[config.mk]
export PLATFORM = sky130hd
export DESIGN_NAME = pu_mac_pipe
export DESIGN_NICKNAME = d
export VERILOG_FILES = /design/src/rtl/pu_mac_pipe.sv
export SDC_FILE = /design/constraint.sdc
export NUM_CORES = 1
export LEC_CHECK = 0
export CAP_MARGIN = 20
export CORE_UTILIZATION = 53
export CTS_CLUSTER_DIAMETER = 30
export CTS_CLUSTER_SIZE = 8
export DETAILED_ROUTE_END_ITERATION = 8
export GPL_TIMING_DRIVEN = 0
export PLACE_DENSITY = 0.84
export SLEW_MARGIN = 20
export SYNTH_ARGS = -nofsm -noshare
export SYNTH_HDL_FRONTEND = slang
export SYNTH_SLANG_ARGS = --single-unit
[constraint.sdc]
create_clock -name clk -period 10.4 [get_ports clk]
set_input_delay 1.56 -clock clk [delete_from_list [all_inputs] [get_ports clk]]
set_output_delay 1.56 -clock clk [all_outputs]
set_load 0.02 [all_outputs]
[src/rtl/pu_mac_pipe.sv]
// Pipelined neuron processing unit: LANES signed products per beat, adder-tree
// reduction, saturating accumulation per vector, then activation, shift and clamp.
module pu_mac_pipe #(
   parameter int LANES = 4,
   parameter int DW    = 5,
   parameter int ACCW  = 16,
   parameter int SHIFT = 3
) (
   input  logic                   clk,
   input  logic                   rst,
   input  logic                   in_valid,
   output logic                   in_ready,
   input  logic                   in_last,
   input  logic                   act_mode,
   input  logic [LANES*DW-1:0]    a_flat,
   input  logic [LANES*DW-1:0]    w_flat,
   output logic                   out_valid,
   input  logic                   out_ready,
   output logic signed [DW-1:0]   out_data,
   output logic                   out_sat
);

   localparam int PW = 2 * DW;
   localparam int TW = PW + $clog2(LANES);
   localparam int SW = ACCW + 1;

   generate
      if (LANES < 1) begin : g_bad_lanes
         $error("pu_mac_pipe: LANES must be >= 1");
      end
      if (DW < 2) begin : g_bad_dw
         $error("pu_mac_pipe: DW must be >= 2");
      end
      if (ACCW < TW) begin : g_bad_accw
         $error("pu_mac_pipe: ACCW must be >= 2*DW+clog2(LANES)");
      end
   endgenerate

   function automatic logic signed [PW-1:0] mul(input logic signed [DW-1:0] a,
                                                input logic signed [DW-1:0] b);
      logic signed [PW-1:0] ax;
      logic signed [PW-1:0] bx;
      ax = PW'(a);
      bx = PW'(b);
      return ax * bx;
   endfunction

   // One extra bit holds any ACCW+ACCW sum; overflow shows as differing top bits.
   function automatic logic acc_ovf(input logic signed [SW-1:0] s);
      return s[SW-1] != s[SW-2];
   endfunction

   function automatic logic signed [ACCW-1:0] sat_acc(input logic signed [SW-1:0] s);
      if (acc_ovf(s))
         return s[SW-1] ? {1'b1, {(ACCW-1){1'b0}}} : {1'b0, {(ACCW-1){1'b1}}};
      return s[ACCW-1:0];
   endfunction

   function automatic logic out_ovf(input logic signed [ACCW-1:0] x);
      logic [ACCW-DW:0] top;
      top = x[ACCW-1:DW-1];
      return !((&top) || (~|top));
   endfunction

   function automatic logic signed [DW-1:0] sat_out(input logic signed [ACCW-1:0] x);
      if (out_ovf(x))
         return x[ACCW-1] ? {1'b1, {(DW-1){1'b0}}} : {1'b0, {(DW-1){1'b1}}};
      return x[DW-1:0];
   endfunction

   logic                   stall;
   logic                   en;
   logic                   accept;

   logic signed [PW-1:0]   prod_p1_q [LANES];
   logic signed [PW-1:0]   prod_p1_d [LANES];
   logic                   vld_p1_q, vld_p1_d;
   logic                   last_p1_q, last_p1_d;
   logic                   mode_p1_q, mode_p1_d;

   logic signed [ACCW-1:0] acc_q, acc_d;
   logic                   acc_sat_q, acc_sat_d;
   logic                   first_q, first_d;
   logic                   fire_p2_q, fire_p2_d;
   logic                   mode_p2_q, mode_p2_d;

   logic                   out_valid_q, out_valid_d;
   logic signed [DW-1:0]   out_data_q, out_data_d;
   logic                   out_sat_q, out_sat_d;

   logic signed [DW-1:0]   a_l;
   logic signed [DW-1:0]   w_l;
   logic signed [TW-1:0]   tree;
   logic signed [ACCW-1:0] base;
   logic signed [SW-1:0]   sum;
   logic signed [ACCW-1:0] act_v;
   logic signed [ACCW-1:0] shv;

   always_comb begin
      stall  = out_valid_q & ~out_ready;
      en     = ~stall;
      accept = in_valid & en;

      // S1: lane products, captured only on an accepted beat
      a_l = '0;
      w_l = '0;
      for (int i = 0; i < LANES; i++) begin
         a_l          = a_flat[i*DW +: DW];
         w_l          = w_flat[i*DW +: DW];
         prod_p1_d[i] = accept ? mul(a_l, w_l) : prod_p1_q[i];
      end
      vld_p1_d  = en ? in_valid : vld_p1_q;
      last_p1_d = en ? (in_valid & in_last) : last_p1_q;
      mode_p1_d = accept ? act_mode : mode_p1_q;

      // S2: adder tree and saturating accumulate
      tree = '0;
      for (int i = 0; i < LANES; i++)
         tree = tree + TW'(prod_p1_q[i]);
      base = first_q ? '0 : acc_q;
      sum  = SW'(base) + SW'(tree);

      acc_d     = acc_q;
      acc_sat_d = acc_sat_q;
      first_d   = first_q;
      fire_p2_d = fire_p2_q;
      mode_p2_d = mode_p2_q;
      if (en) begin
         fire_p2_d = vld_p1_q & last_p1_q;
         mode_p2_d = mode_p1_q;
         if (vld_p1_q) begin
            acc_d     = sat_acc(sum);
            acc_sat_d = (first_q ? 1'b0 : acc_sat_q) | acc_ovf(sum);
            first_d   = last_p1_q;
         end
      end

      // S3: activation, arithmetic shift, output clamp
      act_v = (mode_p2_q && acc_q[ACCW-1]) ? '0 : acc_q;
      shv   = act_v >>> SHIFT;

      out_valid_d = out_valid_q;
      out_data_d  = out_data_q;
      out_sat_d   = out_sat_q;
      if (en) begin
         if (fire_p2_q) begin
            out_valid_d = 1'b1;
            out_data_d  = sat_out(shv);
            out_sat_d   = acc_sat_q | out_ovf(shv);
         end else begin
            out_valid_d = out_valid_q & ~out_ready;
         end
      end
   end

   always_ff @(posedge clk or posedge rst) begin
      if (rst) begin
         for (int i = 0; i < LANES; i++)
            prod_p1_q[i] <= '0;
         vld_p1_q    <= 1'b0;
         last_p1_q   <= 1'b0;
         mode_p1_q   <= 1'b0;
         acc_q       <= '0;
         acc_sat_q   <= 1'b0;
         first_q     <= 1'b1;
         fire_p2_q   <= 1'b0;
         mode_p2_q   <= 1'b0;
         out_valid_q <= 1'b0;
         out_data_q  <= '0;
         out_sat_q   <= 1'b0;
      end else begin
         for (int i = 0; i < LANES; i++)
            prod_p1_q[i] <= prod_p1_d[i];
         vld_p1_q    <= vld_p1_d;
         last_p1_q   <= last_p1_d;
         mode_p1_q   <= mode_p1_d;
         acc_q       <= acc_d;
         acc_sat_q   <= acc_sat_d;
         first_q     <= first_d;
         fire_p2_q   <= fire_p2_d;
         mode_p2_q   <= mode_p2_d;
         out_valid_q <= out_valid_d;
         out_data_q  <= out_data_d;
         out_sat_q   <= out_sat_d;
      end
   end

   assign in_ready  = en;
   assign out_valid = out_valid_q;
   assign out_data  = out_data_q;
   assign out_sat   = out_sat_q;

endmodule
# [Yosys cells after proc, flatten, opt, wreduce, memory -nomap -nowiden]
# Cells that the tools add are included.
[classes] eq_ne=1 add_sub_neg=4 bitwise_logic=8 mul=4 n_mux=16 reduce_logical=8
[ops] operator="16-bit two-way mux" count=5
[ops] operator="5-bit by 5-bit multiplier with 10-bit output" count=4
[ops] operator="16-bit by 12-bit adder with 17-bit output" count=1
[ops] operator="5-bit two-way mux" count=3
[ops] operator="11-bit by 10-bit adder with 12-bit output" count=1
[ops] operator="12-bit by 10-bit adder with 12-bit output" count=1
[ops] operator="10-bit by 10-bit adder with 11-bit output" count=1
[ops] operator="9-bit AND reduction" count=1
[ops] operator="9-bit OR reduction" count=1
[ops] operator="1-bit two-way mux" count=8
[ops] operator="1-bit AND" count=4
[ops] operator="2-bit AND reduction" count=2
[ops] operator="1-bit zero test" count=2
[ops] operator="1-bit inverter" count=2
[ops] operator="1-bit bitwise OR" count=2
[ops] operator="1-bit logical AND" count=1
[ops] operator="1-bit logical OR" count=1
[ops] operator="1-bit != test" count=1
[word_totals] regBits=70 wordCells=56 out_inout_bits=8

# [Depth between registers and ports, before layout]
[depth] word_depth=9 mapped_depth=16 mapped_depth_nobuf=16

# [Worst setup path after synthesis]
# No wires, ideal clock.
[synth_path] path_type="in2reg" startpoint="input a_flat[1]" endpoint="register prod_p1_q[39] in the netlist's numbering" setup_time_ns=0.136 path_stages=14 n_path_buf=0 t_arrival_ns=4.441 path_slack_ns=5.823 required_time_ns=10.264 path_cell_list="nand2b_1 -> fa_1 -> inv_1 -> fa_1 -> inv_1 -> fa_1 -> inv_1 -> ha_1 -> a21oi_1 -> o21bai_1 -> a21o_1 -> a21oi_1 -> xnor2_1 -> o21ai_0"
[synth_between] elab_chain_len=1
[synth_rtl] element="from (decl)" line_no="15" text="input logic [LANES*DW-1:0] a_flat,"
[synth_rtl] element="5-bit by 5-bit multiplier with 10-bit output" line_no="45" text="return ax * bx;"
[synth_rtl] element="to (signal, indexed assignment)" line_no="173" text="prod_p1_q[i] <= prod_p1_d[i];"
[synth_rtl] element="to (decl)" line_no="75" text="logic signed [PW-1:0] prod_p1_q [LANES];"
# No other way between the ends.
# A chain may end at the register's enable or synchronous reset.

# [Worst setup path in the final report]
# Same ends and word-level chain as after synthesis.

==> impl_metrics.yaml <==
routing:
  firstDrtPassIters: 5
  wl_per_cell_um: 13.7
  vias: 5978
  final_antenna_net_count: 0
  drc_errors: 0
  drt_iter0_drc: 338
  post_drt_via_cell_ratio: 5.18
  drt-total-wl_um: 15800
logic_synthesis:
  synth-seq-cells: 70
  yosys_most_used_dff: "dfrtp_1"
  synth.area.top_cells: "fa_1, dfrtp_1, ha_1"
  synth.largest_area_cell: "fa_1"
  synth-simple-area-share_pct: 12.8
  synthArstFlopShare_pct: 100
  synth_xor_area_share_pct: 6.04
  syn_nets: 1125
  synth_top_family_by_area: "adder cells"
  syn_inst: 898
  synth_common_cells: "inv_1, fa_1, nand2_1"
  synth.distinct_cells: 43
  avgSynthCellArea_um2: 9.18
  synth_top_area_share_pct: 25.3
  synth_compound_area_share_pct: 10.9
  syn_area_um2: 8240
  synthAdderAreaFrac_pct: 37.0
  synth_edf_count: 0
  synth.most_common_cell: "inv_1"
  yosys_warnings: 0
  yosys-mux-area-fraction_pct: 2.29
  ys_seq_area_share_pct: 21.3
finish:
  area_growth_pct: 13.1
  fin_nets: 1190
  largest_register_ffs: 40
  largest_register: "prod_p1_q"
  final_cell_count_no_fill: 1155
  diodes: 0
  drive_gt1_share_pct: 4.65
  fillers: 1239
global_routing:
  grt_pass1_wl_um: 28300
  gr-usage-all-layers_pct: 22.1
  grt_pass1_vias: 6365
  antenna_found_initial: 0
  grt_overflow: 0
  grt_max_degree: 39
timing:
  hold_viol_final: 0
  finalCriticalPeriod_ns: 4.95
  finalCritPeriodShare_pct: 47.6
  setup_viol: 0
  slew_violations: 0
  timing.fmax_mhz: 202
  tns_ns: 0
  rsz0062_at_grt: "no"
  relSlewSlack_pct: 57.7
  fin_skew_ns: 0.00609
  tightest_slew_ns: 0.635
placed_design:
  place_inst: 1140
  port_buffers: 53
  place_congestion: 0.864
  place_hpwl_um: 13400
setup_path:
  cp-start-kind: "input pin"
  max_stage_delay_ns: 0.54
  path_cells: "clkdlybuf4s50_1, nand2b_1, fa_1, inv_1, fa_1, inv_1, fa_1, inv_1, ha_1, a21oi_1, o21bai_1, a21o_1, a21oi_1, xnor2_1, o21ai_0"
  cp_top_family: "adder cells"
  cp_max_fo: 5
  critPathKind: "input pin to flip-flop"
  cp_data_arrival_time_ns: 5.15
  worstPathRequired_ns: 10.60
  end_kind: "flip-flop"
  critPathSlowestCell: "fa_1"
  critPathBufInv: 4
outcome:
  outcome: "complete, no violations"
floorplanning:
  die_area_um2: 16100
  die_x_um: 127
  die_h_um: 127
  row_count: 45
  core-area_um2: 15200
  initial_core_util_pct: 54.2
  num_io_pins: 54
job:
  max_cap_violations: 0
cts:
  numCtsBuffers: 9
  cts_max_level: 3
  cts_buffer_depth: 2
  clk_latency_ns: 0.33
  cts.sinks: 70
  cts_tree: "yes"
  cts.repair.resized: 0
  hold_buffers: 0
  cts_setup_buffers: 0
  clk_pin_slew_worst_paths_ns: 0.06
  cts_root_buffer: "clkbuf_16"
hold_path:
  hp-class: "flip-flop to flip-flop"
tightest hold or removal path: stages, from the launching register on:
cell and delay [ns]:
dfrtp_1 0.33, inv_1 0.05, nand2_1 0.05
final timing paths:
path / from / to / slack, ns / cells after the start
setup / recovery: a_flat[1] / prod_p1_q[39]$_DFFE_PP0P_ / 5.45 / 15
setup reg to reg: prod_p1_q[11]$_DFFE_PP0P_ / acc_q[14]$_DFFE_PP0P_ / 5.86 / 15
max in group asynchronous: rst / prod_p1_q[33]$_DFFE_PP0P_ / 8.28 / 3
hold reg to reg: fire_p2_q$_DFFE_PP0N_ / out_valid$_DFFE_PP0N_ / 0.46 / 2
min in group asynchronous: rst / mode_p1_q$_DFFE_PP0P_ / 1.58 / 2
hold / removal: fire_p2_q$_DFFE_PP0N_ / out_valid$_DFFE_PP0N_ / 0.46 / 2
placed cells by master, fill, tap and decap left out, drive strengths merged, types with 4 or more instances in the layout:
| cell | netlist | layout |
|---|---|---|
| and2 | 44 | 44 |
| nand2b | 28 | 28 |
| dfrtp | 69 | 69 |
| clkdlybuf4s50 | 0 | 53 |
| inv | 193 | 193 |
| nor2b | 7 | 7 |
| buf | 4 | 5 |
| o21ai | 47 | 47 |
| nand2 | 98 | 98 |
| clkbuf | 12 | 23 |
| a21oi | 57 | 57 |
| ha | 77 | 77 |
| nor2 | 21 | 21 |
| xor2 | 18 | 18 |
| fa | 104 | 104 |
| a211oi | 4 | 4 |
| xnor2 | 38 | 38 |
| mux2 | 15 | 15 |
| nand3 | 4 | 4 |
| a21o | 11 | 11 |
| o21bai | 10 | 10 |
| o31ai | 15 | 15 |
| nand4 | 4 | 4 |
routing by layer:
layer	track usage [%]	up-vias	part of all wire [%]	routed length, µm
li1	-	2938	-	-
met5	0	-	0	0
met3	2.40	26	3.0	480
met2	40.8	120	52	8190
met4	7.77	0	2.6	413
met1	26.9	2894	42	6710
layout make-up:
| cell class | instances | area (µm²) | area share [%] |
|---|---|---|---|
| repair buffers | 54 | 551 | 5.91 |
| flip-flops and latches | 70 | 1750 | 18.8 |
| plain buffers | 16 | 82.6 | 0.886 |
| multi-input cells | 619 | 5680 | 61.0 |
| well taps | 188 | 235 | 2.52 |
| clock inverters | 4 | 47.5 | 0.510 |
| clock buffers | 11 | 243 | 2.60 |
| inverters | 193 | 727 | 7.80 |
logic make-up after synthesis:
family,count (synthesis)
adder cells (fa/ha/maj),181
buffers and inverters,209
multiplexers,17
AO/OA/AOI/OAI,152
AND/OR/NAND/NOR,213
flip-flops,70
XOR/XNOR,56
per-stage QoR:
| stage | worst slack, ns | utilization (%) | instance area, µm² | hold slack (ns) |
|---|---|---|---|---|
| CTS | 5.43 | 61.3 | 9320 | 0.466 |
| floorplan | 5.82 | - | 8240 | 0.431 |
| global route | 5.21 | 61.3 | 9320 | 0.507 |
| finish | 5.45 | 61.3 | 9320 | 0.461 |
| global placement | 5.18 | 59.3 | 9010 | 0.452 |
| detailed placement | 5.08 | 59.4 | 9030 | 0.452 |
Power is not shown: default switching activity piles up to over one toggle a cycle in this logic, so the estimate is an artifact.
